## config.mk

```make
export PLATFORM = sky130hd
export DESIGN_NAME = time_set_controller
export DESIGN_NICKNAME = d
export VERILOG_FILES = /design/src/rtl/time_set_controller.sv
export SDC_FILE = /design/constraint.sdc
export NUM_CORES = 1
export LEC_CHECK = 0
export ABC_AREA = 0
export BUFFER_PORTS_ARGS = -buffer_cell sky130_fd_sc_hd__buf_2
export CAP_MARGIN = 25
export CORE_UTILIZATION = 62
export DETAILED_ROUTE_END_ITERATION = 16
export GPL_ROUTABILITY_DRIVEN = 1
export PLACE_DENSITY = 0.91
export SYNTH_ARGS = -nofsm -noshare
export SYNTH_HDL_FRONTEND = slang
export SYNTH_SLANG_ARGS = --single-unit
```

## constraint.sdc

```tcl
create_clock -name CLK_50 -period 3.1 [get_ports CLK_50]
set_input_delay 0.62 -clock CLK_50 [delete_from_list [all_inputs] [get_ports CLK_50]]
set_output_delay 0.62 -clock CLK_50 [all_outputs]
set_load 0.02 [all_outputs]
```

## src/rtl/time_set_controller.sv

```systemverilog
// Time/alarm setting controller: debounces four buttons and runs the edit FSM
// that produces edit values, load strobes, count enable and blink phase.
module time_set_controller #(
  parameter int unsigned DEBOUNCE_CYCLES = 1000000
) (
  input  logic       CLK_50,
  input  logic       nCR,
  input  logic       tick_1hz,
  input  logic [1:0] settingMode,
  input  logic [3:0] settingButtons,
  input  logic [4:0] time_hour,
  input  logic [5:0] time_min,
  input  logic [4:0] alarm_hour,
  input  logic [5:0] alarm_min,
  output logic [4:0] edit_hour,
  output logic [5:0] edit_min,
  output logic       load_time,
  output logic       load_alarm,
  output logic       count_en,
  output logic [1:0] field_sel,
  output logic       blink
);

  localparam int unsigned CW       = $clog2(DEBOUNCE_CYCLES + 1);
  localparam int unsigned NBTN     = 4;
  localparam int unsigned BTN_INC  = 0;
  localparam int unsigned BTN_DEC  = 1;
  localparam int unsigned BTN_NEXT = 2;
  localparam int unsigned BTN_CONF = 3;

  typedef enum logic [1:0] {IDLE, EDIT_HOUR, EDIT_MIN, COMMIT} state_t;

  logic [NBTN-1:0] sync1, sync2, db, db_d, press;
  logic [CW-1:0]   cnt [NBTN];

  // Synchronize, then accept a new level only after it has held steadily
  always_ff @(posedge CLK_50) begin
    if (!nCR) begin
      sync1 <= '0;
      sync2 <= '0;
      db    <= '0;
      db_d  <= '0;
      for (int i = 0; i < NBTN; i++) cnt[i] <= '0;
    end else begin
      sync1 <= settingButtons;
      sync2 <= sync1;
      db_d  <= db;
      for (int i = 0; i < NBTN; i++) begin
        if (sync2[i] != db[i]) begin
          if (cnt[i] == CW'(DEBOUNCE_CYCLES - 1)) begin
            db[i]  <= sync2[i];
            cnt[i] <= '0;
          end else begin
            cnt[i] <= cnt[i] + CW'(1);
          end
        end else begin
          cnt[i] <= '0;
        end
      end
    end
  end

  assign press = db & ~db_d;

  state_t     state, state_nxt;
  logic       arm, arm_nxt;
  logic       tgt_alarm, tgt_alarm_nxt;
  logic [4:0] edit_hour_nxt, seed_hour;
  logic [5:0] edit_min_nxt, seed_min;
  logic       blink_nxt, load_time_nxt, load_alarm_nxt, count_en_nxt;
  logic [1:0] field_sel_nxt, tgt_code;
  logic       run_mode;

  always_ff @(posedge CLK_50) begin
    if (!nCR) begin
      state      <= IDLE;
      arm        <= 1'b1;
      tgt_alarm  <= 1'b0;
      edit_hour  <= '0;
      edit_min   <= '0;
      load_time  <= 1'b0;
      load_alarm <= 1'b0;
      count_en   <= 1'b1;
      field_sel  <= 2'b00;
      blink      <= 1'b1;
    end else begin
      state      <= state_nxt;
      arm        <= arm_nxt;
      tgt_alarm  <= tgt_alarm_nxt;
      edit_hour  <= edit_hour_nxt;
      edit_min   <= edit_min_nxt;
      load_time  <= load_time_nxt;
      load_alarm <= load_alarm_nxt;
      count_en   <= count_en_nxt;
      field_sel  <= field_sel_nxt;
      blink      <= blink_nxt;
    end
  end

  // Next state and next registered outputs
  always_comb begin
    state_nxt     = state;
    arm_nxt       = arm;
    tgt_alarm_nxt = tgt_alarm;
    edit_hour_nxt = edit_hour;
    edit_min_nxt  = edit_min;
    blink_nxt     = blink;
    run_mode      = (settingMode[0] == settingMode[1]);
    tgt_code      = tgt_alarm ? 2'b10 : 2'b01;
    seed_hour     = settingMode[1] ? alarm_hour : time_hour;
    seed_min      = settingMode[1] ? alarm_min  : time_min;

    if (run_mode) arm_nxt = 1'b1;

    case (state)
      IDLE: begin
        if (arm && !run_mode) begin
          tgt_alarm_nxt = settingMode[1];
          arm_nxt       = 1'b0;
          state_nxt     = EDIT_HOUR;
          edit_hour_nxt = (seed_hour > 5'd23) ? 5'd0 : seed_hour;
          edit_min_nxt  = (seed_min > 6'd59) ? 6'd0 : seed_min;
          blink_nxt     = 1'b1;
        end
      end
      EDIT_HOUR, EDIT_MIN: begin
        if (settingMode != tgt_code) begin
          state_nxt = IDLE;
        end else if (press[BTN_CONF]) begin
          state_nxt = COMMIT;
        end else if (press[BTN_NEXT]) begin
          state_nxt = (state == EDIT_HOUR) ? EDIT_MIN : EDIT_HOUR;
          blink_nxt = 1'b1;
        end else if (press[BTN_INC]) begin
          blink_nxt = 1'b1;
          if (state == EDIT_HOUR)
            edit_hour_nxt = (edit_hour == 5'd23) ? 5'd0 : edit_hour + 5'd1;
          else
            edit_min_nxt = (edit_min == 6'd59) ? 6'd0 : edit_min + 6'd1;
        end else if (press[BTN_DEC]) begin
          blink_nxt = 1'b1;
          if (state == EDIT_HOUR)
            edit_hour_nxt = (edit_hour == 5'd0) ? 5'd23 : edit_hour - 5'd1;
          else
            edit_min_nxt = (edit_min == 6'd0) ? 6'd59 : edit_min - 6'd1;
        end else if (tick_1hz) begin
          blink_nxt = ~blink;
        end
      end
      COMMIT: state_nxt = IDLE;
      default: state_nxt = IDLE;
    endcase

    // Outputs follow the state being entered so they line up with it
    if (state_nxt == IDLE || state_nxt == COMMIT) blink_nxt = 1'b1;
    case (state_nxt)
      EDIT_HOUR: field_sel_nxt = 2'b01;
      EDIT_MIN:  field_sel_nxt = 2'b10;
      default:   field_sel_nxt = 2'b00;
    endcase
    load_time_nxt  = (state_nxt == COMMIT) && !tgt_alarm_nxt;
    load_alarm_nxt = (state_nxt == COMMIT) &&  tgt_alarm_nxt;
    count_en_nxt   = !((state_nxt != IDLE) && !tgt_alarm_nxt);
  end

endmodule

```

Yosys cells after proc, flatten, opt, wreduce, memory -nomap -nowiden
Memories as Yosys holds them, arrays and structs flattened.
Cells that the tools add are included.
{"block": "word_totals", "reg_bits": 37, "elab_cells": 197, "output_inout_bits": 17, "memories": 1, "ram_bits": 80}
{"name": "cnt", "words": 4, "width": 20, "read_ports": 4, "rd_clocked_by_memory_dff": 0, "write_ports": 4, "line": "34", "source": "logic [CW-1:0] cnt [NBTN];"}
{"block": "classes", "reduce_logical": 23, "add_sub_neg": 8, "muxes": 104, "eq_ne": 26, "n_lt_le_gt_ge": 2, "n_bitwise": 16}
{"op": "$mux 20", "n": 12}
{"op": "$add 20x1->20 const B", "n": 4}
{"op": "$eq 20x20->1 const B", "n": 4}
{"op": "$mux 6", "n": 12}
{"op": "$mux 5", "n": 12}
{"op": "$mux 1", "n": 57}
{"op": "$reduce_and 7->1", "n": 2}
{"op": "$mux 2", "n": 6}
{"op": "$ne 2x2->1 const B", "n": 6}
{"op": "$or 1x1->1", "n": 12}
{"op": "$pmux 6 s2", "n": 1}
{"op": "$pmux 5 s2", "n": 1}
{"op": "$eq 2x2->1 const B", "n": 4}
{"op": "$reduce_and 2->1", "n": 4}
{"op": "$add 6x1->6 const B", "n": 1}
{"op": "$eq 6x6->1 const B", "n": 1}
{"op": "$gt 6x6->1 const B", "n": 1}
{"op": "$logic_not 6->1", "n": 1}
{"op": "$pmux 2 s3", "n": 1}
{"op": "$sub 6x1->6 const B", "n": 1}
{"op": "$add 5x1->5 const B", "n": 1}
{"op": "$eq 5x5->1 const B", "n": 1}
{"op": "$gt 5x5->1 const B", "n": 1}
{"op": "$logic_not 5->1", "n": 1}
{"op": "other kinds (19)", "n": 32}

Logic depth before layout (Yosys ltp)
Gate-level depths: netlist of the first run.
{"block": "logic_depth", "depth_word": 9, "mapped_depth": 10, "ltp_nobuf": 10}

Least setup slack after synthesis of the first run
No wires, ideal clock.
{"block": "synth_path", "path_type": "input to register", "from": "input settingMode[1]", "to": "register count_en", "path_stages": 8, "required_ns": 2.968, "setup_time_ns": 0.132, "arrival_ns": 2.129, "n_path_buf": 1, "path_slack_ns": 0.838, "path_cell_list": "buf_2 nor3b_1 o21ai_0 a211o_1 o21ai_0 inv_1 ha_1 or3b_2"}
{"block": "synth_between", "elab_chain_cells": 8, "elab_cells_between_ends": 13}
{"element": "start: declaration", "line": "9", "source": "input logic [1:0] settingMode,"}
{"element": "$eq 1x1->1", "line": "108", "source": "run_mode = (settingMode[0] == settingMode[1]);"}
{"element": "$logic_not 1->1", "line": "117", "source": "if (arm && !run_mode) begin"}
{"element": "$logic_and 1x1->1", "line": "117"}
{"element": "$mux 2", "line": "117"}
{"element": "$pmux 2 s3 *", "line": "115", "source": "case (state)"}
{"element": "named net state_nxt[1]", "line": "65", "source": "state_t state, state_nxt;"}
{"element": "$reduce_bool 2->1 *", "line": "163", "source": "count_en_nxt = !((state_nxt != IDLE) && !tgt_alarm_nxt);"}
{"element": "$logic_and 1x1->1 *", "line": "163"}
{"element": "$logic_not 1->1 *", "line": "163"}
{"element": "end signal: assignment", "line": "94", "source": "count_en <= count_en_nxt;"}
{"element": "end: declaration", "line": "19", "source": "output logic count_en,"}
Mark *: on every way through the listed nets, which the timed path passes. The rest lies on a longest branch.
A chain may end at the register's enable or synchronous reset.

==> results.yml, run 1 <==
clocking:
  clockBufferDepth: 2
  cts-root-buf: "clkbuf_8"
  clock_latency_ps: 520
  htreeDepth: 4
  cts_setup_buffers: 0
  cts_buffers: 17
  hold_buffers: 0
  clk_pin_slew_ps: 60
  cts_resized: 0
  cts_tree: "built"
  cts_sinks: 117
global_route:
  grt_overflow: 0
  grt_pass1_vias: 5442
  track_usage_pct: 28.1
  grt_first_pass_wirelength_um: 24900
  grt_max_degree: 31
  antenna_found_initial: 0
power:
  p_sw_mw: 1.14
  sequentialPowerShare_pct: 43.5
  internal_power_mw: 3.14
  power_frac_clock_pct: 43.9
  combPwrFrac_pct: 12.6
  ir_drop_uv: 331
  p_leak_nw: 2.97
  swShare_pct: 26.6
  power.total_mw: 4.28
  power_density_nw_per_um2: 546
cells_and_area:
  fin_area_um2: 7840
  area_delta_synth_final_pct: 17.3
  antennaDiodeCount: 0
  fin_cells: 949
  drive_gt1_share_pct: 12.2
  final_core_util_pct: 75.6
  finalNetCount: 847
timing:
  final-setup-viol-count: 0
  finalCriticalPeriod_ps: 2600
  grt_setup_unrepaired: "false"
  period_share_pct: 83.9
  worst_slew_pin_slew_ps: 765
  fin_ws_ps: 499
  maxSlewViolCount: 0
  tns_ps: 0
  hold_viol_final: 0
  fin_skew_ps: 6.67
  fmax_mhz: 384
  whs_ps: 301
  relSlewSlack_pct: 48.8
detailed_routing:
  vias: 5507
  drtIter0Drc: 424
  drc: 0
  routedWlPerCell_um: 15.7
  vias_per_cell: 5.80
  firstDrtPassIters: 6
  drt_wl_total_um: 14900
  ant_nets: 0
die:
  core.rowCount: 37
  start_util_pct: 64.5
  die_area_um2: 11200
  die_h_um: 106
  core_um2: 10400
  io_pins: 48
  die_w_um: 106
yosys:
  seq_area_frac_synth_pct: 47.0
  synth_top_cell_by_area: "edfxtp_1"
  yosys_register_bits: 117
  yosysWarnings: 0
  synthArstFlopShare_pct: 0
  synth_top_area_share_pct: 35.9
  synth_area_um2: 6680
  yosysMostFrequentCell: "nor2_1"
  synth_enable_flop_cells: 80
  yosys-top-cells-count: "101 x nor2_1, 80 x edfxtp_1, 48 x xor2_1"
  synth_cell_types: 66
  avgSynthCellArea_um2: 9.87
  synthTopCellsByArea: "edfxtp_1 36%, dfxtp_1 11%, xor2_1 6.3%"
  synth_cells: 677
  ys.flop_type: "edfxtp_1"
placement:
  place.port_buffers: 47
  dp.cells: 917
  post-place-ws_ps: 482
  dpl.hpwl_um: 9570
  place_area_um2: 7260
  gp_congestion: 0.822
min_path:
  holdPathStages: 2
  hp-class: "primary input to flip-flop"
  min_from: "settingButtons[3]"
  hold_path_end: "sync1[3]"
worst_setup_path:
  r2r_setup_slack_ps: 500
  critPathLaunchType: "flip-flop"
  cp.required_ps: 3340
  rr_worst_depth: 6
  r2r-start: "cnt[2][0]"
  crit_type: "flip-flop to flip-flop"
  crit_fanout: 20
  crit_arrival_ps: 2840
  cp-end-kind: "flip-flop"
  r2r-end: "cnt[2][18]"
status:
  status: "finished clean"
job:
  maxCapViolations: 0
==> state kept, by name, summed over array words and instances, names as in the netlist <==
register,flops
blink,1
sync1,4
sync2,4
edit_min,6
tgt_alarm,1
edit_hour,5
arm,1
field_sel,2
cnt,80
count_en,1
load_time,1
db,4
load_alarm,1
state,2
db_d,4
==> layer usage <==
metal	GRT usage [%]	routed length [um]	part of all wire, %
met4	12.3	318	2.1
met1	33.2	6090	41
met2	49.4	7690	52
met3	5.69	763	5.1
met5	0	0	0
==> placed cells by master, fill, tap and decap left out, drive strengths merged, types with 3 or more instances in the layout <==
cell type | Yosys | final
and3 | 11 | 11
o221ai | 3 | 3
o21a | 3 | 3
nor3 | 13 | 13
nand4 | 23 | 23
nor2b | 11 | 11
edfxtp | 80 | 80
nor2 | 101 | 101
a21oi | 11 | 11
xor2 | 48 | 48
or3 | 6 | 6
nand3b | 5 | 5
nor4 | 9 | 9
inv | 22 | 26
nand2b | 7 | 7
o22ai | 3 | 3
and2 | 23 | 23
o211a | 3 | 3
o211ai | 6 | 6
clkinv | 0 | 3
conb | 1 | 80
buf | 17 | 51
nor4b | 4 | 4
a31oi | 11 | 11
mux2 | 4 | 4
mux2i | 9 | 9
a211oi | 6 | 6
o21ai | 21 | 21
and4 | 11 | 11
nand2 | 44 | 44
dfxtp | 37 | 37
xnor2 | 29 | 29
nand3 | 41 | 41
clkbuf | 9 | 23
ha | 16 | 16
==> kinds of logic (layout without fill, tap and decap cells) <==
| family | Yosys count | count (layout) | share of synthesized area, % |
|---|---|---|---|
| simple gates | 322 | 322 | 25.9 |
| flops | 117 | 117 | 47.0 |
| compound gates | 83 | 83 | 8.37 |
| xor+xnor | 77 | 77 | 10.1 |
| buf+inv | 48 | 105 | 3.59 |
| fa+ha+maj | 16 | 16 | 3.00 |
| mux | 13 | 13 | 2.02 |
| other cells | 1 | 80 | 0.0561 |
==> layout make-up <==
class                   count  area [um2]
clock inverters             9        60.1
fillers                   689        2530
inverters                  22        82.6
clock buffers              23         520
multi-input cells         591        3600
flip-flops and latches    117        3140
repair buffers             51         265
well taps                 136         170
==> how the worst max path moves through the flow <==
| stage | from | to | slack, ps |
|---|---|---|---|
| 2_1_floorplan | settingMode[1] | count_en | 840 |
| 3_3_place_gp | settingMode[1] | count_en | 580 |
| 3_5_place_dp | settingMode[1] | count_en | 480 |
| 4_1_cts | cnt[2][0] | cnt[2][19] | 540 |
| 5_1_grt | cnt[2][0] | cnt[2][18] | 370 |
| 6_report | cnt[2][0] | cnt[2][18] | 500 |
==> worst max-delay path: stages (launching register included) <==
cell and delay (ps):
edfxtp_1 450, ha_1 280, and4_1 320, nand2_1 110, nor4_2 390, nand3b_1 630
nor2_1 140
==> power groups by stage <==
stage | clock network (mW) | registers [mW] | logic, mW
after CTS | 1.89 | 1.86 | 0.526
after detailed placement | 0 | 1.89 | 0.511
after global routing | 1.96 | 1.87 | 0.589
final | 1.88 | 1.86 | 0.541
after global placement | 0 | 1.88 | 0.486
after floorplan | 0 | 1.87 | 0.388
(Power assumes the default switching activity.)
==> inputs of run 2 (changes only) <==
--- a/config.mk
+++ b/config.mk
@@ -8,10 +8,10 @@
 export ABC_AREA = 0
 export BUFFER_PORTS_ARGS = -buffer_cell sky130_fd_sc_hd__buf_2
 export CAP_MARGIN = 25
-export CORE_UTILIZATION = 62
+export CORE_UTILIZATION = 55
 export DETAILED_ROUTE_END_ITERATION = 16
 export GPL_ROUTABILITY_DRIVEN = 1
-export PLACE_DENSITY = 0.91
+export PLACE_DENSITY = 0.86
 export SYNTH_ARGS = -nofsm -noshare
 export SYNTH_HDL_FRONTEND = slang
 export SYNTH_SLANG_ARGS = --single-unit
==> constraint.sdc (replaced) <==
create_clock -name CLK_50 -period 2.3 [get_ports CLK_50]
set_input_delay 0.46 -clock CLK_50 [delete_from_list [all_inputs] [get_ports CLK_50]]
set_output_delay 0.46 -clock CLK_50 [all_outputs]
set_load 0.02 [all_outputs]
==> results.yml, run 2 (synthesized netlist as in run 1, its figures left out) <==
clocking:
  htreeDepth: 4
  hold_buffers: 0
  cts_tree: "built"
  cts-root-buf: "clkbuf_16"
  cts_sinks: 117
  cts_setup_buffers: 0
  clock_latency_ps: 420
  clk_pin_slew_ps: 60
  clockBufferDepth: 2
  cts_buffers: 17
cells_and_area:
  multi_input_area_um2: 3610
  final_cell_mix: "101 x nor2_1, 80 x edfxtp_1, 80 x conb_1, 48 x xor2_1, 47 x buf_2"
  finalNetCount: 859
  fin_area_um2: 8010
  largestRegisters: "cnt: 80 flops, edit_min: 6 flops, edit_hour: 5 flops"
  sequential_cell_area_um2: 3140
  nFillCells: 863
  final_common_cell: "nor2_1"
  drive_gt1_share_pct: 13.6
  antennaDiodeCount: 0
  largest_reg_flops: 80
  max_flop_register: "cnt"
  area_delta_synth_final_pct: 19.8
die:
  start_util_pct: 57.6
  die_area_um2: 12600
  io_pins: 48
  core.rowCount: 39
  die_h_um: 112
  die_w_um: 112
  core_um2: 11600
worst_setup_path:
  cp.required_ps: 2590
  crit_type: "flip-flop to flip-flop"
  cp_slowest_cell: "or3b_2"
  critPathTopFamily: "adder cells"
  critPathLaunchType: "flip-flop"
  crit_fanout: 7
  crit_arrival_ps: 2490
  critical_path_buf_inv_count: 2
  max_stage_delay_ps: 460
  cp-end-kind: "flip-flop"
  path_cells: "inv_1 -> ha_2 -> o21ai_0 -> a211o_1 -> o21ai_0 -> inv_1 -> ha_1 -> or3b_2"
detailed_routing:
  drt_wl_total_um: 12900
  vias_per_cell: 5.36
  ant_nets: 0
  drc: 0
  routedWlPerCell_um: 13.3
  drtIter0Drc: 395
  firstDrtPassIters: 4
  vias: 5187
timing:
  hold_viol_final: 0
  fin_skew_ps: 11.7
  maxSlewViolCount: 0
  grt_setup_unrepaired: "true"
  final-setup-viol-count: 0
  whs_ps: 250
  finalCriticalPeriod_ps: 2200
  fmax_mhz: 454
  fin_ws_ps: 96.7
  period_share_pct: 95.8
global_route:
  grt_overflow: 0
  grt_pass1_vias: 5082
  track_usage_pct: 21.8
  grt_max_degree: 29
  grt_first_pass_wirelength_um: 22200
  antenna_found_initial: 0
status:
  status: "finished clean"
placement:
  place_area_um2: 7360
  place.port_buffers: 47
  dpl.hpwl_um: 8670
  gp_congestion: 0.803
  post-place-ws_ps: 126
min_path:
  hp-class: "primary input to flip-flop"
power:
  power_density_nw_per_um2: 745
  p_leak_nw: 3.07
  ir_drop_uv: 612
job:
  maxCapViolations: 0
-- run 2: changes by cell type in the layout (fill, tap and decap cells not counted), sizes merged --
| cell | delta |
|---|---|
| buf | +12 |
| clkbuf | +3 |
| inv | -2 |
| clkinvlp | -1 |
-- run 2: area by class of cell --
type / instances / share of cell area, %
well taps: 143 / 2.23
inverters: 22 / 1.03
multi-input cells: 591 / 45.1
flip-flops and latches: 117 / 39.2
repair buffers: 63 / 4.44
clock inverters: 6 / 0.562
clock buffers: 26 / 7.44
-- run 2: final timing paths --
path / from / endpoint / slack (ps) / cells after the start
worst max-delay path: state[0] / count_en / 100 / 8
worst min register to register: sync1[3] / sync2[3] / 440 / 1
worst min-delay path: settingButtons[2] / sync1[2] / 250 / 2
worst max register to register: state[0] / count_en / 100 / 8
-- run 2: repair_timing --
action                     4_1_cts  5_1_grt
resized for setup                0        2
hold endpoints to repair         0        0
setup endpoints to repair        0       11
-- run 2: worst reg2reg max path: cells and delay by family (launching register included) --
family | cells | cell delay (ps)
AO/OA/AOI/OAI | 3 | 480
flip-flops | 1 | 370
adder cells (fa/ha/maj) | 2 | 560
AND/OR/NAND/NOR | 1 | 460
buffers and inverters | 2 | 200
-- run 2: where the power goes --
| part | switching [mW] | internal [mW] | leakage [nW] |
|---|---|---|---|
| Combinational | 0.408 | 0.322 | 1.63 |
| Sequential | 0.134 | 2.36 | 1.13 |
| Clock | 0.954 | 1.79 | 0.315 |
| Total | 1.50 | 4.47 | 3.07 |
-- run 2: per-layer routing --
metal / GRT usage, % / up-vias / wire (um)
met1: 27.0 / 2432 / 5880
met3: 5.40 / 17 / 528
met4: 7.38 / 0 / 176
li1: - / 2633 / -
met5: 0 / - / 0
met2: 37.5 / 105 / 6310
-- run 2: stage by stage --
step | cells | setup TNS (ps) | utilization, % | power (mW)
finish | 968 | 0 | 69.0 | 5.97
global route | 968 | -19.5 | 69.0 | 6.18
CTS | 968 | 0 | 68.9 | 5.99
detailed placement | 936 | 0 | 63.3 | 3.24
global placement | 936 | 0 | 63.3 | 3.22
floorplan | 756 | 0 | - | 3.05
